`config.mk`:
```
export PLATFORM = sky130hd
export DESIGN_NAME = fifo_write_arbiter
export DESIGN_NICKNAME = d
export VERILOG_FILES = /design/src/rtl/fifo_write_arbiter.sv
export SDC_FILE = /design/constraint.sdc
export NUM_CORES = 1
export LEC_CHECK = 0
export BUFFER_PORTS_ARGS = -buffer_cell sky130_fd_sc_hd__buf_2
export CORE_UTILIZATION = 36
export CTS_BUF_LIST = sky130_fd_sc_hd__clkbuf_4 sky130_fd_sc_hd__clkbuf_8 sky130_fd_sc_hd__clkbuf_16
export CTS_CLUSTER_DIAMETER = 100
export DETAILED_ROUTE_END_ITERATION = 12
export GPL_ROUTABILITY_DRIVEN = 1
export PLACE_DENSITY_LB_ADDON = 0.08
export SLEW_MARGIN = 10
export SYNTH_ARGS = -nofsm -noshare
export SYNTH_HDL_FRONTEND = slang
export SYNTH_SLANG_ARGS = --single-unit
```
`constraint.sdc`:
```
create_clock -name w_clk -period 1.93 [get_ports w_clk]
set_input_delay 0.2895 -clock w_clk [delete_from_list [all_inputs] [get_ports w_clk]]
set_output_delay 0.2895 -clock w_clk [all_outputs]
set_load 0.03 [all_outputs]
```
`src/rtl/fifo_write_arbiter.sv`:
```
// fifo_write_arbiter: round-robin owner of the async FIFO write port.
// Define FIFO_WARB_BURST_EN to hold a grant for up to MAX_BURST beats.
module fifo_write_arbiter #(
  parameter int N_REQ      = 4,
  parameter int DATA_WIDTH = 8,
  parameter int MAX_BURST  = 4
) (
  input  logic                        w_clk,
  input  logic                        wrst_n,
  input  logic [N_REQ-1:0]            req,
  input  logic [N_REQ*DATA_WIDTH-1:0] req_data,
  input  logic                        w_full,
  output logic [N_REQ-1:0]            gnt,
  output logic                        w_en,
  output logic [DATA_WIDTH-1:0]       w_data,
  output logic                        busy
);

  localparam int OW = $clog2(N_REQ);

  typedef enum logic {
    ARB,
    GRANT
  } state_t;

  state_t              state;
  logic [OW-1:0]       owner;
  logic [OW-1:0]       pick;
  logic                pick_vld;
  logic                own_req;
  logic                accept;
  logic                last;
  logic [DATA_WIDTH-1:0] slice [N_REQ];

  for (genvar i = 0; i < N_REQ; i++) begin : g_slice
    assign slice[i] = req_data[i*DATA_WIDTH +: DATA_WIDTH];
  end

`ifdef FIFO_WARB_BURST_EN
  logic [3:0] beat_cnt;
  assign last = (beat_cnt + 4'd1) == 4'(MAX_BURST);
`else
  assign last = 1'b1;
`endif

  assign own_req = req[owner];
  assign accept  = (state == GRANT) && own_req && !w_full;
  assign w_en    = accept;
  assign busy    = (state == GRANT);

  // first requester above the current owner, wrapping at N_REQ
  always_comb begin
    int            idx;
    logic [OW-1:0] cand;
    idx      = 0;
    cand     = '0;
    pick     = owner;
    pick_vld = 1'b0;
    for (int k = 1; k <= N_REQ; k++) begin
      idx  = (int'(owner) + k) % N_REQ;
      cand = OW'(idx);
      if (!pick_vld && req[cand]) begin
        pick     = cand;
        pick_vld = 1'b1;
      end
    end
  end

  // owner's strobe and data, gated by full and state
  always_comb begin
    gnt    = '0;
    w_data = '0;
    if (accept) gnt[owner] = 1'b1;
    if (state == GRANT) w_data = slice[owner];
  end

  // arbitration state, owner and burst length
  always_ff @(posedge w_clk or negedge wrst_n) begin
    if (!wrst_n) begin
      state    <= ARB;
      owner    <= OW'(N_REQ - 1);
`ifdef FIFO_WARB_BURST_EN
      beat_cnt <= '0;
`endif
    end else begin
      unique case (state)
        ARB: begin
          if (pick_vld) begin
            owner    <= pick;
            state    <= GRANT;
`ifdef FIFO_WARB_BURST_EN
            beat_cnt <= '0;
`endif
          end
        end
        GRANT: begin
          if (!own_req || (accept && last)) begin
            state <= ARB;
          end
`ifdef FIFO_WARB_BURST_EN
          else if (accept) begin
            beat_cnt <= beat_cnt + 4'd1;
          end
`endif
        end
        default: state <= ARB;
      endcase
    end
  end

endmodule

```
After elaboration in Yosys (flattened, before gate mapping)
Cells that the tools add are included.
{ "op_classes": {"n_addsub": 4, "magnitude_cmp": 7, "n_mux": 28, "bitwise": 2, "reduce_logical": 14} }
{ "ops": {"columns": ["operator", "n"], "rows": [
  ["$mux 8", 3],
  ["$bmux 8 s2", 1],
  ["$lt 2x3->1 const B", 5],
  ["$mux 1", 12],
  ["$bmux 1 s2", 5],
  ["$mux 2", 4],
  ["$logic_and 1x1->1", 6],
  ["$logic_not 1->1", 5],
  ["$add 2x1->2 const B", 2],
  ["$add 2x2->2 const B", 2],
  ["$mux 4", 1],
  ["$reduce_bool 4->1", 1],
  ["$ge 3x3->1 const B", 1],
  ["$not 2->3", 1],
  ["$reduce_and 3->1", 1],
  ["$demux 1 s2", 1],
  ["$ge 2x1->1 const B", 1],
  ["$pmux 1 s2", 1],
  ["$logic_or 1x1->1", 1],
  ["$not 1->1", 1]
]} }
{ "totals": {"reg_bits": 3, "inputBits": 39, "out_inout_bits": 14, "wordCells": 57} }

Logic depth before layout (Yosys ltp)
{ "logic_depth": {"ltp_word": 15, "ltp_mapped": 8, "mapped_depth_nobuf": 6} }

Worst setup path before layout
Ideal clock, no wire load.
{ "synth_timing": {"kind": "register -> register", "startpoint": "reg owner[1]", "endpoint": "reg owner[0]", "setup_ns": 0.073, "t_arrival_ns": 2.042, "required_ns": 1.857, "path_slack_ns": -0.186, "stages_incl_launch_ff": 9, "n_path_buf": 2, "synth_period_minus_slack_ns": 2.116, "cell_sequence": "dfstp_2 > buf_2 > buf_2 > inv_1 > ha_1 > or3b_1 > o221ai_1 > a21oi_1 > o2bb2ai_1"} }
{ "synth_between": {"elab_chain_cells": 14} }
{ "synth_lines": {"columns": ["item", "line_no", "source"], "rows": [
  ["start, declared", "27", "logic [OW-1:0] owner;"],
  ["start signal, assigned", "81", "owner <= OW'(N_REQ - 1);"],
  ["start signal, assigned", "89", "owner <= pick;"],
  ["$add 2x1->2", "60", "idx = (int'(owner) + k) % N_REQ;"],
  ["$bmux 1 s2", "62", "if (!pick_vld && req[cand]) begin"],
  ["$mux 1 (implied by the code)", "62", null],
  ["$mux 1", "62", null],
  ["$logic_not 1->1", "62", null],
  ["$logic_and 1x1->1", "62", null],
  ["$mux 1", "62", null],
  ["$logic_not 1->1", "62", null],
  ["$logic_and 1x1->1", "62", null],
  ["$mux 1", "62", null],
  ["$logic_not 1->1", "62", null],
  ["$logic_and 1x1->1", "62", null],
  ["$reduce_bool 4->1 (no source line) or $mux 1 (tied branches)", null, null],
  ["$reduce_and 3->1 (no source line)", null, null]
]} }
Several ways; a longest one is shown, not always the timed one. The select of a mux whose other input is x is not followed.
A chain may end at the register's enable or synchronous reset.

Final worst setup path
{ "layout_timing": {"startpoint": "reg owner[0]", "endpoint": "out gnt[0]"} }
{ "layout_between": {"elab_chain_cells": 5} }
{ "layout_lines": {"columns": ["item", "line_no", "source"], "rows": [
  ["$lt 2x3->1 (implied by the code) (tied with other cells)", "73", "if (accept) gnt[owner] = 1'b1;"],
  ["$logic_and 1x1->1 (implied by the code) or $mux 1 (tied branches)", "73, 46", null],
  ["$mux 1 (implied by the code) or $logic_and 1x1->1 (tied branches)", "73, 47", null],
  ["$demux 1 s2 or $logic_and 1x1->1 (tied branches)", "73, 47", null],
  ["$mux 4 *", "73", null],
  ["end, declared", "13", "output logic [N_REQ-1:0] gnt,"]
]} }
Every way passes the cells marked *; elsewhere a longest branch is shown, timed or not. The select of a mux whose other input is x is not followed.

==> out/qor_table.md <==
| Parameter | Value |
|---|---|
| Fraction of final layout cells sized beyond drive strength 1 | 0.724 |
| Floorplan row count | 15 |
| Number of setup violations in the final report | 14 |
| Maximum number of buffers from clock root to sink | 2 |
| TritonRoute pass-1 iters | 4 |
| H-tree depth reported by CTS | 1 |
| Fmax | 474 MHz |
| TritonCTS clock tree | done |
| Die extent in x | 46.2 µm |
| Post-synthesis instance total | 70 |
| Via count of the first global-routing pass | 769 |
| Clock slew seen by the registers of the worst setup and hold paths | 0.03 ns |
| Net count, final | 178 |
| Worst hold slack across all endpoints | 0.379 ns |
| Crit share post-route | 1.09 |
| Antenna-violating nets left | 0 |
| Initial Util | 0.394 |
| Worst slew margin | 0.802 |
| Max-Cap Viols | 0 |
| Die span in y | 46.2 µm |
| Fill cell total of the finished layout | 153 |
| Fin. max-slew vios | 0 |
| Mapped cell area | 702 µm² |
| PwrDens | 1620 mW/mm² |
| RSZ-0062 raised after global routing | yes |
| Flip-flop and latch count after synthesis | 3 |
| Diodes inserted | 0 |
| Slew at the pin closest to its max-slew limit | 0.293 ns |
| Worst-Skew Late Latency | 0.24 ns |
| Commonest non-fill, non-tap cell in the layout | sky130_fd_sc_hd__buf_2 |
| Final wirelength | 2270 µm |
| Full die area | 0.00213 mm² |
| Required time of the critical path | 1.64 ns |
| Arrival time at the worst endpoint | 1.82 ns |
| # port buffers | 52 |
| Area overhead of the layout relative to synthesis | 77.5% |
| Detailed-placement wirelength estimate | 1570 µm |
| Via count | 825 |
| Leakage Power | 0.000607 µW |
| Remaining DRCs | 0 |
| Cts bufs inserted | 3 |
| First DRT Iteration DRCs | 12 |
| Vias per std cell | 5.19 |
| Outcome | finished, violations left |
| Critical Path Sink Type | output pin |
| Post-Syn Nets | 113 |
| Yosys warning count | 0 |
| Type of the setup path with the least slack | reg -> out |
| Sort of element at the start of the critical path | register |
| Failing checks | negative setup slack |
| Area of the core | 0.00178 mm² |
| Final GP Congestion | 0.962 |
| Global-route usage over all layers | 0.207 |
| Maximum number of pins on one net before global-route repair | 15 |
| Post-route setup slack | -0.178 ns |
| Global route total overflow | 0 |
| Setup TNS | -1.66 ns |
| Final hold vios | 0 |
| Initial antenna violation count | 0 |
| Cell variety after synth | 30 |
| Worst hold path class | in -> async |
| Clock root buffer | sky130_fd_sc_hd__clkbuf_4 |
| Synthesized area divided by synthesized cell count | 10.0 µm² |
| Commonest cells after routing, fill and taps aside | 39 x sky130_fd_sc_hd__buf_2, 14 x sky130_fd_sc_hd__buf_6, 12 x sky130_fd_sc_hd__and2_4 |
| Setup Skew | 0.00349 ns |
| Ports placed on the boundary | 53 |
| Worst supply voltage drop on vdd | 0.000828 V |
| Clock period minus worst slack | 2.11 ns |
| Clock Sinks | 3 |
| WL/cell | 14.2 µm |
| Share of synthesized area occupied by flip-flops and latches | 0.111 |
| Wire length of the first global-routing pass | 3160 µm |
| Crit Path Max Fanout | 5 |
[through the flow]
step | cells | power (µW) | area [µm²] | worst slack (ns) | utilization
2_1_floorplan | 70 | 1150 | 738 | -0.0146 | -
3_3_place_gp | 150 | 1470 | 1060 | 0.0641 | 0.593
3_5_place_dp | 150 | 1480 | 1060 | 0.0304 | 0.593
4_1_cts | 157 | 1870 | 1210 | -0.185 | 0.676
5_1_grt | 159 | 2140 | 1250 | -0.214 | 0.699
6_report | 159 | 2010 | 1250 | -0.178 | 0.699
[layer usage]
metal / up-vias / routed length (µm) / track usage
met4: 0 / 40 / 0.106
met3: 5 / 91 / 0.0118
met2: 35 / 1240 / 0.397
met1: 390 / 891 / 0.224
li1: 395 / - / -
met5: - / 0 / 0
[what timing repair did]
action,CTS,global route
pin swaps,2,12
hold buffers,1,0
buffers inserted,2,1
hold endpoints to repair,1,0
endpoints found under the setup margin,13,14
gates cloned,0,1
gates resized for setup,34,9
[critical path, stage by stage, from the launching register on]
cell	delay (ns)
sky130_fd_sc_hd__dfstp_2	0.59
sky130_fd_sc_hd__mux4_2	0.53
sky130_fd_sc_hd__nor3b_4	0.19
sky130_fd_sc_hd__and2_4	0.14
sky130_fd_sc_hd__buf_6	0.13
[sequential cells by signal, indices dropped and copies added (netlist names)]
signal and count:
owner 2, busy 1
[power by group]
| part | internal [µW] | total (µW) | switching [µW] |
|---|---|---|---|
| sequential | 112 | 152 | 40.0 |
| combinational | 927 | 1730 | 807 |
| clock | 91.6 | 126 | 34.7 |
[final timing paths]
path,start,endpoint,slack [ns],cells after the start
worst max register to register,owner[0]$_DFFE_PN1P_,owner[0]$_DFFE_PN1P_,-0.02,8
worst min-delay path,wrst_n,busy$_DFF_PN0_,0.38,2
max in group asynchronous,wrst_n,owner[0]$_DFFE_PN1P_,1.36,2
min in group w_clk,w_full,busy$_DFF_PN0_,0.46,3
worst max-delay path,owner[0]$_DFFE_PN1P_,gnt[0],-0.18,4
worst min register to register,busy$_DFF_PN0_,owner[0]$_DFFE_PN1P_,0.70,4
[cells by family (layout without fill, tap and decap cells)]
kind of cell / Yosys count / after routing / share of synthesized area
AO/OA/AOI/OAI: 14 / 14 / 0.132
adder cells (fa/ha/maj): 4 / 4 / 0.0713
buffers and inverters: 10 / 74 / 0.0784
flip-flops: 3 / 3 / 0.111
multiplexers: 13 / 13 / 0.364
AND/OR/NAND/NOR: 26 / 26 / 0.244
[area by class of cell]
class,instances,area [µm²],area share
Clock buffer,4,30.0,0.0241
Tap cell,25,31.3,0.0251
Timing Repair Buffer,66,483,0.388
Inverter,4,17.5,0.0141
Multi-Input combinational cell,57,607,0.487
Sequential cell,3,77.6,0.0622
[cells in the mapped netlist, drive strengths merged]
cell type  instances  area [µm²]
ha                 4        50.1
or3b               1        8.76
dfrtp              1        25.0
buf                4        32.5
dfstp              2        52.6
mux4               9         214
mux2i              3        30.0
and2              12        75.1
nand3              1        5.00
o311ai             1        8.76
inv                4        15.0
nand3b             1        7.51
o21ai              2        10.0
a211oi             1        7.51
o2bb2ai            1        8.76
a21oi              5        25.0
nor2               5        18.8
a22oi              1        7.51
clkbuf             2        7.51
nor3               1        5.00
mux2               1        11.3
nor3b              1        18.8
o221ai             1        8.76
nand2b             2        12.5
nand4b             1        8.76
nand4bb            1        11.3
o21bai             1        7.51
a211o              1        8.76
(Power assumes the default switching activity.)
